===== src/rtl/cpu_run_ctrl_pkg.sv =====
// Shared constants for the run/halt/step controller of the single-cycle core.
package cpu_ctrl_pkg;

    localparam int unsigned XLEN    = 32;
    localparam int unsigned STATE_W = 2;

    // FSM state encoding, also driven straight onto the status LEDs
    localparam logic [1:0] ST_RESET = 2'd0;
    localparam logic [1:0] ST_HALT  = 2'd1;
    localparam logic [1:0] ST_RUN   = 2'd2;
    localparam logic [1:0] ST_STEP  = 2'd3;

    // Defaults for a 100 MHz board clock: 10 Hz execution, 10 ms debounce
    localparam int unsigned DEF_DIV       = 10_000_000;
    localparam int unsigned DEF_DEBOUNCE  = 1_000_000;
    localparam int unsigned DEF_RST_TICKS = 4;

endpackage


===== src/rtl/cpu_run_ctrl_if.sv =====
// Board-facing bundle: buttons, breakpoint setup and core control/status.
interface cpu_run_ctrl_if;
    import cpu_ctrl_pkg::*;

    logic                btn_run;
    logic                btn_step;
    logic                btn_rst;
    logic [XLEN-1:0]     pc;
    logic [XLEN-1:0]     bp_addr;
    logic                bp_en;
    logic                cpu_ce;
    logic                cpu_reset;
    logic [STATE_W-1:0]  state;
    logic [XLEN-1:0]     instr_count;

    // Board / environment side
    modport master (
        output btn_run, btn_step, btn_rst, pc, bp_addr, bp_en,
        input  cpu_ce, cpu_reset, state, instr_count
    );

    // Controller side
    modport slave (
        input  btn_run, btn_step, btn_rst, pc, bp_addr, bp_en,
        output cpu_ce, cpu_reset, state, instr_count
    );

endinterface


===== src/rtl/cpu_run_ctrl_btn_debounce.sv =====
// Push-button conditioner: 2-FF synchronizer, stability filter, press pulse.
module btn_debounce #(
    parameter int unsigned DEBOUNCE = 1
) (
    input  logic clk,
    input  logic reset_n,
    input  logic btn_raw,
    output logic level,
    output logic press
);

    localparam int unsigned CNT_W = (DEBOUNCE > 1) ? $clog2(DEBOUNCE) : 1;

    logic             sync_q1;
    logic             sync_q2;
    logic [CNT_W-1:0] stab_cnt;

    // Bring the raw button into the clk domain
    always_ff @(posedge clk or negedge reset_n) begin
        if (!reset_n) begin
            sync_q1 <= 1'b0;
            sync_q2 <= 1'b0;
        end else begin
            sync_q1 <= btn_raw;
            sync_q2 <= sync_q1;
        end
    end

    // Accept a new level after DEBOUNCE consecutive differing samples; pulse on rising accept
    always_ff @(posedge clk or negedge reset_n) begin
        if (!reset_n) begin
            stab_cnt <= '0;
            level    <= 1'b0;
            press    <= 1'b0;
        end else if (sync_q2 != level) begin
            if (stab_cnt == CNT_W'(DEBOUNCE - 1)) begin
                stab_cnt <= '0;
                level    <= sync_q2;
                press    <= sync_q2;
            end else begin
                stab_cnt <= stab_cnt + CNT_W'(1);
                press    <= 1'b0;
            end
        end else begin
            stab_cnt <= '0;
            press    <= 1'b0;
        end
    end

endmodule


===== src/rtl/cpu_run_ctrl.sv =====
// Run/halt/single-step/breakpoint sequencer producing the core's clock enable and reset.
module cpu_run_ctrl
    import cpu_ctrl_pkg::*;
#(
    parameter int unsigned DIV       = DEF_DIV,
    parameter int unsigned DEBOUNCE  = DEF_DEBOUNCE,
    parameter int unsigned RST_TICKS = DEF_RST_TICKS
) (
    input  logic          clk,
    input  logic          reset_n,
    cpu_run_ctrl_if.slave bus
);

    localparam int unsigned DIV_W = $clog2(DIV);
    localparam int unsigned RST_W = (RST_TICKS > 1) ? $clog2(RST_TICKS) : 1;

    logic [DIV_W-1:0]   tick_cnt;
    logic               tick;

    logic               run_press;
    logic               step_press;
    logic               rst_press;
    logic               run_level;
    logic               step_level;
    logic               rst_level;
    logic               unused_levels;

    logic [STATE_W-1:0] state;
    logic [STATE_W-1:0] state_nx;
    logic [RST_W-1:0]   rst_cnt;
    logic [RST_W-1:0]   rst_cnt_nx;
    logic               resume;
    logic               resume_nx;
    logic               cpu_reset;
    logic               cpu_ce_c;
    logic               bp_hit;
    logic [XLEN-1:0]    instr_count;

    btn_debounce #(.DEBOUNCE(DEBOUNCE)) u_db_run (
        .clk     (clk),
        .reset_n (reset_n),
        .btn_raw (bus.btn_run),
        .level   (run_level),
        .press   (run_press)
    );

    btn_debounce #(.DEBOUNCE(DEBOUNCE)) u_db_step (
        .clk     (clk),
        .reset_n (reset_n),
        .btn_raw (bus.btn_step),
        .level   (step_level),
        .press   (step_press)
    );

    btn_debounce #(.DEBOUNCE(DEBOUNCE)) u_db_rst (
        .clk     (clk),
        .reset_n (reset_n),
        .btn_raw (bus.btn_rst),
        .level   (rst_level),
        .press   (rst_press)
    );

    // Only the press edges matter here; the held levels are not needed
    assign unused_levels = run_level & step_level & rst_level;

    assign tick   = (tick_cnt == DIV_W'(DIV - 1));
    assign bp_hit = bus.bp_en && (bus.pc == bus.bp_addr);

    // Free-running execution tick divider, independent of the FSM
    always_ff @(posedge clk or negedge reset_n) begin
        if (!reset_n) begin
            tick_cnt <= '0;
        end else if (tick) begin
            tick_cnt <= '0;
        end else begin
            tick_cnt <= tick_cnt + DIV_W'(1);
        end
    end

    // Next state and clock-enable; press inputs are flop outputs so cpu_ce stays glitch-free
    always_comb begin
        state_nx   = state;
        rst_cnt_nx = rst_cnt;
        resume_nx  = resume;
        cpu_ce_c   = 1'b0;

        case (state)
            ST_RESET: begin
                if (tick) begin
                    if (rst_cnt == RST_W'(RST_TICKS - 1)) begin
                        state_nx   = ST_HALT;
                        rst_cnt_nx = '0;
                    end else begin
                        rst_cnt_nx = rst_cnt + RST_W'(1);
                    end
                end
            end
            ST_HALT: begin
                if (run_press) begin
                    state_nx  = ST_RUN;
                    resume_nx = 1'b1;
                end else if (step_press) begin
                    state_nx = ST_STEP;
                end
            end
            ST_STEP: begin
                if (run_press) begin
                    state_nx = ST_HALT;
                end else if (tick) begin
                    cpu_ce_c = 1'b1;
                    state_nx = ST_HALT;
                end
            end
            ST_RUN: begin
                if (run_press) begin
                    state_nx = ST_HALT;
                end else if (tick) begin
                    if (bp_hit && !resume) begin
                        state_nx = ST_HALT;
                    end else begin
                        cpu_ce_c  = 1'b1;
                        resume_nx = 1'b0;
                    end
                end
            end
            default: begin
                state_nx = ST_RESET;
            end
        endcase

        // Re-reset beats every other event, including a coincident tick
        if (rst_press) begin
            state_nx   = ST_RESET;
            rst_cnt_nx = '0;
            cpu_ce_c   = 1'b0;
        end
    end

    // FSM registers; cpu_reset follows the state so it drops exactly on entering HALT
    always_ff @(posedge clk or negedge reset_n) begin
        if (!reset_n) begin
            state     <= ST_RESET;
            rst_cnt   <= '0;
            resume    <= 1'b0;
            cpu_reset <= 1'b1;
        end else begin
            state     <= state_nx;
            rst_cnt   <= rst_cnt_nx;
            resume    <= resume_nx;
            cpu_reset <= (state_nx == ST_RESET);
        end
    end

    // Retired-instruction counter, cleared on re-reset, wraps naturally
    always_ff @(posedge clk or negedge reset_n) begin
        if (!reset_n) begin
            instr_count <= '0;
        end else if (rst_press) begin
            instr_count <= '0;
        end else if (cpu_ce_c) begin
            instr_count <= instr_count + XLEN'(1);
        end
    end

    assign bus.cpu_ce      = cpu_ce_c;
    assign bus.cpu_reset   = cpu_reset;
    assign bus.state       = state;
    assign bus.instr_count = instr_count;

endmodule


===== src/flat_wrapper.sv =====
// flat-port wrapper written by rule: the top's interface ports become plain ports
module cpu_run_ctrl_flat import cpu_ctrl_pkg::*;
#(
    parameter int unsigned DIV       = DEF_DIV,
    parameter int unsigned DEBOUNCE  = DEF_DEBOUNCE,
    parameter int unsigned RST_TICKS = DEF_RST_TICKS
)
  (clk, reset_n, bus_btn_run, bus_btn_step, bus_btn_rst, bus_pc, bus_bp_addr, bus_bp_en, bus_cpu_ce, bus_cpu_reset, bus_state, bus_instr_count);
  cpu_run_ctrl_if bus_i ();
  input  logic clk;
  input  logic reset_n;
  input wire logic [$bits(bus_i.btn_run)-1:0] bus_btn_run;
  input wire logic [$bits(bus_i.btn_step)-1:0] bus_btn_step;
  input wire logic [$bits(bus_i.btn_rst)-1:0] bus_btn_rst;
  input wire logic [$bits(bus_i.pc)-1:0] bus_pc;
  input wire logic [$bits(bus_i.bp_addr)-1:0] bus_bp_addr;
  input wire logic [$bits(bus_i.bp_en)-1:0] bus_bp_en;
  output wire logic [$bits(bus_i.cpu_ce)-1:0] bus_cpu_ce;
  output wire logic [$bits(bus_i.cpu_reset)-1:0] bus_cpu_reset;
  output wire logic [$bits(bus_i.state)-1:0] bus_state;
  output wire logic [$bits(bus_i.instr_count)-1:0] bus_instr_count;
  assign bus_i.btn_run = bus_btn_run;
  assign bus_i.btn_step = bus_btn_step;
  assign bus_i.btn_rst = bus_btn_rst;
  assign bus_i.pc = bus_pc;
  assign bus_i.bp_addr = bus_bp_addr;
  assign bus_i.bp_en = bus_bp_en;
  assign bus_cpu_ce = bus_i.cpu_ce;
  assign bus_cpu_reset = bus_i.cpu_reset;
  assign bus_state = bus_i.state;
  assign bus_instr_count = bus_i.instr_count;
  cpu_run_ctrl #(.DIV(DIV), .DEBOUNCE(DEBOUNCE), .RST_TICKS(RST_TICKS)) u_core (.clk(clk), .reset_n(reset_n), .bus(bus_i));
endmodule

===== config.mk =====
export PLATFORM = sky130hd
export DESIGN_NAME = cpu_run_ctrl_flat
export DESIGN_NICKNAME = d
export VERILOG_FILES = /design/src/rtl/cpu_run_ctrl_pkg.sv /design/src/rtl/cpu_run_ctrl_if.sv /design/src/rtl/cpu_run_ctrl_btn_debounce.sv /design/src/rtl/cpu_run_ctrl.sv /design/src/flat_wrapper.sv
export SDC_FILE = /design/constraint.sdc
export NUM_CORES = 1
export LEC_CHECK = 0
export ABC_AREA = 1
export ABC_CLOCK_PERIOD_IN_PS = 3300
export CORE_MARGIN = 4
export CORE_UTILIZATION = 60
export DETAILED_ROUTE_END_ITERATION = 10
export GPL_ROUTABILITY_DRIVEN = 0
export PLACE_DENSITY = 0.86
export SLEW_MARGIN = 25
export SYNTH_ARGS = -nofsm -noshare
export SYNTH_HDL_FRONTEND = slang
export SYNTH_SLANG_ARGS = --single-unit

===== constraint.sdc =====
create_clock -name clk -period 3.3 [get_ports clk]
set_input_delay 0.825 -clock clk [delete_from_list [all_inputs] [get_ports clk]]
set_output_delay 0.825 -clock clk [all_outputs]
set_load 0.05 [all_outputs]

==> impl_metrics.ini <==
[route]
drc_errors = 0
dr.pass1.iters = 5
viasPerCell = 5.33
wl_per_cell_um = 13.6
wl_met2_um = 9510
wl_met1_um = 8220
top_layer_used = met4
ant_nets = 0
num_vias = 7672
drtIter0Drc = 710
routed_wl_um = 19500
wl_met3_um = 1460

[setup_path]
r2r-end = u_core.bus.instr_count[5]
slowest_stage = clkdlybuf4s50_1
start_kind = input pin
critPathArrivalTime_ns = 2.35
reg2reg_depth = 11
reg2reg_from = u_core.tick_cnt[0]
rrSetupSlack_ns = 1.15
cp_num_buf_inv = 3
cp_top_family = simple AND/OR/NAND/NOR gates
required_ns = 2.47
cpPeakStageDelay_ns = 0.45
crit_type = input pin to output pin
cp_cell_sequence = clkdlybuf4s50_1 -> inv_1 -> or2_2 -> o21ai_0 -> nor3_2 -> nand2_1 -> nor2_1 -> nand3_1 -> o21ai_0 -> nor2_1 -> buf_12
critPathMaxFanout = 2
worst_setup_path_end_kind = output pin

[logic_synthesis]
ys_seq_area_share_pct = 41.6
synthTopCellsByArea = dfrtp_1 (41%), nand2_1 (12%), inv_1 (8.6%), nand3_1 (7.6%), nor2_1 (7.1%)
synth_compound_area_share_pct = 4.79
yosysTopAreaCell = dfrtp_1
synth_xor_xnor_area_share_pct = 7.27
syn_inst = 1138
synth_cell_types = 36
synth_nets = 1214
synth_top_family_by_area = simple AND/OR/NAND/NOR gates
yosys.area_share.simple_pct = 35.6
synth_top_area_share_pct = 41.2
muxShareOfSynthArea_pct = 0
avgSynthCellArea_um2 = 7.09
yosys_warnings = 0
ys_ff_latch = 134
synth_adder_area_share_pct = 0.930
netlist_area_um2 = 8070

[cells_and_area]
n_fill_cell = 982
utilization_pct = 75.2
final_cells = 1439
drive_gt1_share_pct = 5.30
syn_to_final_growth_pct = 22.9
multi_input_area_um2 = 3940
seq_area_um2 = 3350
n_antenna_cell = 0
final_cell_area_um2 = 9920
final_nets = 1327

[die]
core_um2 = 13200
die_w_um = 124
die_area_um2 = 15400
ioPinCount = 106
initial_core_util_pct = 61.2
num_rows = 42
die-height_um = 124

[clock_network]
clock_latency_ns = 0.42
clk_root_buffer_cell = clkbuf_16
clkSlewWorstSetupHoldPaths_ns = 0.06
clock_path_buffers = 2
hold_buffers = 0
numCtsBuffers = 17
cts_max_level = 4
cts_tree = yes
clock-sinks = 134

[sta]
hold_violations = 0
finalCritPeriodShare_pct = 96.3
drv_slew = 0
relSlewSlack_pct = 59.0
tns_ns = 0
whs_ns = 0.348
min_period_ns = 3.18
fin_skew_ns = 0.00932
worst_pin_slew_ns = 0.615
max_freq_mhz = 315
rsz0062_at_grt = no
setup_viol = 0
worst_slack_ns = 0.122

[grt]
grt_pass1_wl_um = 32200
grt_overflow = 0
antenna_found_initial = 0
grt_max_degree = 65
grt_usage_pct = 26.2
grt_pass1_vias = 7068

[hold_path]
hold_class = flip-flop to flip-flop
hp-start = u_core.u_db_run.sync_q1
hold_depth = 0
hold_end = u_core.u_db_run.sync_q2

[placed_design]
dp_hpwl_um = 14200
dp_cells = 1408
pre_cts_slack_ns = 0.0913
port_buffers = 105
postPlaceCellArea_um2 = 9330

[run_status]
outcome = finished, final reports clean

[power]
finalPower_mw = 3.74
power.density_nw_per_um2 = 377
peakVddDrop_mv = 0.464
p_leak_nw = 4.89

[job]
max_cap_viol_count = 0
registers in the layout, summed over array words and instances (netlist names), 2 cells and up:
register and count:
u_core.u_db_step.stab_cnt 20, u_core.rst_cnt 2, u_core.u_db_rst.stab_cnt 20, u_core.tick_cnt 24, u_core.u_db_run.stab_cnt 20, u_core.bus.state 2
u_core.bus.instr_count 32
report_power, final:
group | total (mW) | leakage (nW) | internal [mW] | switching [mW]
Sequential | 1.66 | 1.82 | 1.66 | 0.00750
Clock | 1.83 | 0.279 | 1.08 | 0.742
Combinational | 0.250 | 2.79 | 0.123 | 0.127
Total | 3.74 | 4.89 | 2.86 | 0.877
layout by cell type, fill, tap and decap left out, types with 4 or more instances in the layout:
cell and count:
nand2_1 260, inv_1 186, nor2_1 153, dfrtp_1 133, nand3_1 123, clkdlybuf4s50_1 103, xor2_1 45, nor3_1 41
a21oi_1 33, nand4_1 32, o21ai_0 25, xnor2_1 20, clkbuf_16 17, nor4_1 12, nor2_2 8, nand3b_1 6
ha_1 6, buf_4 5, inv_2 4, nand2_2 4, o21a_1 4, inv_6 4
worst max-delay path by stage:
| stage | slack (ns) | to | cells past startpoint | from |
|---|---|---|---|---|
| 6_report | 0.12 | bus_cpu_ce | 11 | bus_pc[7] |
| 5_1_grt | 0.01 | bus_cpu_ce | 11 | bus_pc[0] |
| 4_1_cts | 0.09 | bus_cpu_ce | 10 | bus_bp_addr[2] |
| 3_5_place_dp | 0.09 | bus_cpu_ce | 10 | bus_bp_addr[2] |
| 3_3_place_gp | 0.12 | bus_cpu_ce | 10 | bus_bp_addr[2] |
| 2_1_floorplan | 0.34 | bus_cpu_ce | 9 | bus_pc[7] |
synth_stat cells, drive strengths merged:
master / count
a21oi: 34
xnor2: 22
and3: 3
a211oi: 3
clkinv: 1
nand4: 32
nor2: 161
dfstp: 1
nand2: 264
a31oi: 1
or2: 3
a41oi: 1
buf: 11
nand3: 125
o21ai: 26
inv: 189
xor2: 45
o211ai: 1
nor4: 12
o21bai: 1
o21a: 4
ha: 6
dfrtp: 133
clkbuf: 6
nor3: 44
nor3b: 3
nand3b: 6
timing repair:
item / 4_1_cts / 5_1_grt
gates resized for setup: 0 / 3
setup buffers: 0 / 0
setup endpoints to repair: 0 / 1
per-layer routing:
layer | vias up | global-route usage (%)
met5 | - | 0
met4 | 0 | 7.39
met3 | 33 | 6.40
met2 | 253 | 44.5
met1 | 3537 | 33.5
li1 | 3849 | -
kinds of logic (layout without fill, tap and decap cells):
| group | count (synthesis) | in the layout |
|---|---|---|
| simple gates | 653 | 653 |
| buf+inv | 207 | 332 |
| flops | 134 | 134 |
| compound gates | 71 | 71 |
| xor+xnor | 67 | 67 |
| fa+ha+maj | 6 | 6 |
final cells by class:
cell class,instances,share of cell area [%]
clock buffer,19,4.57
clock inverter,12,1.20
multi-input combinational,797,39.7
inverter,190,7.19
sequential,134,33.8
tap,176,2.22
timing repair buffer,111,11.3
Note: power is estimated with default switching activity, not from simulation.
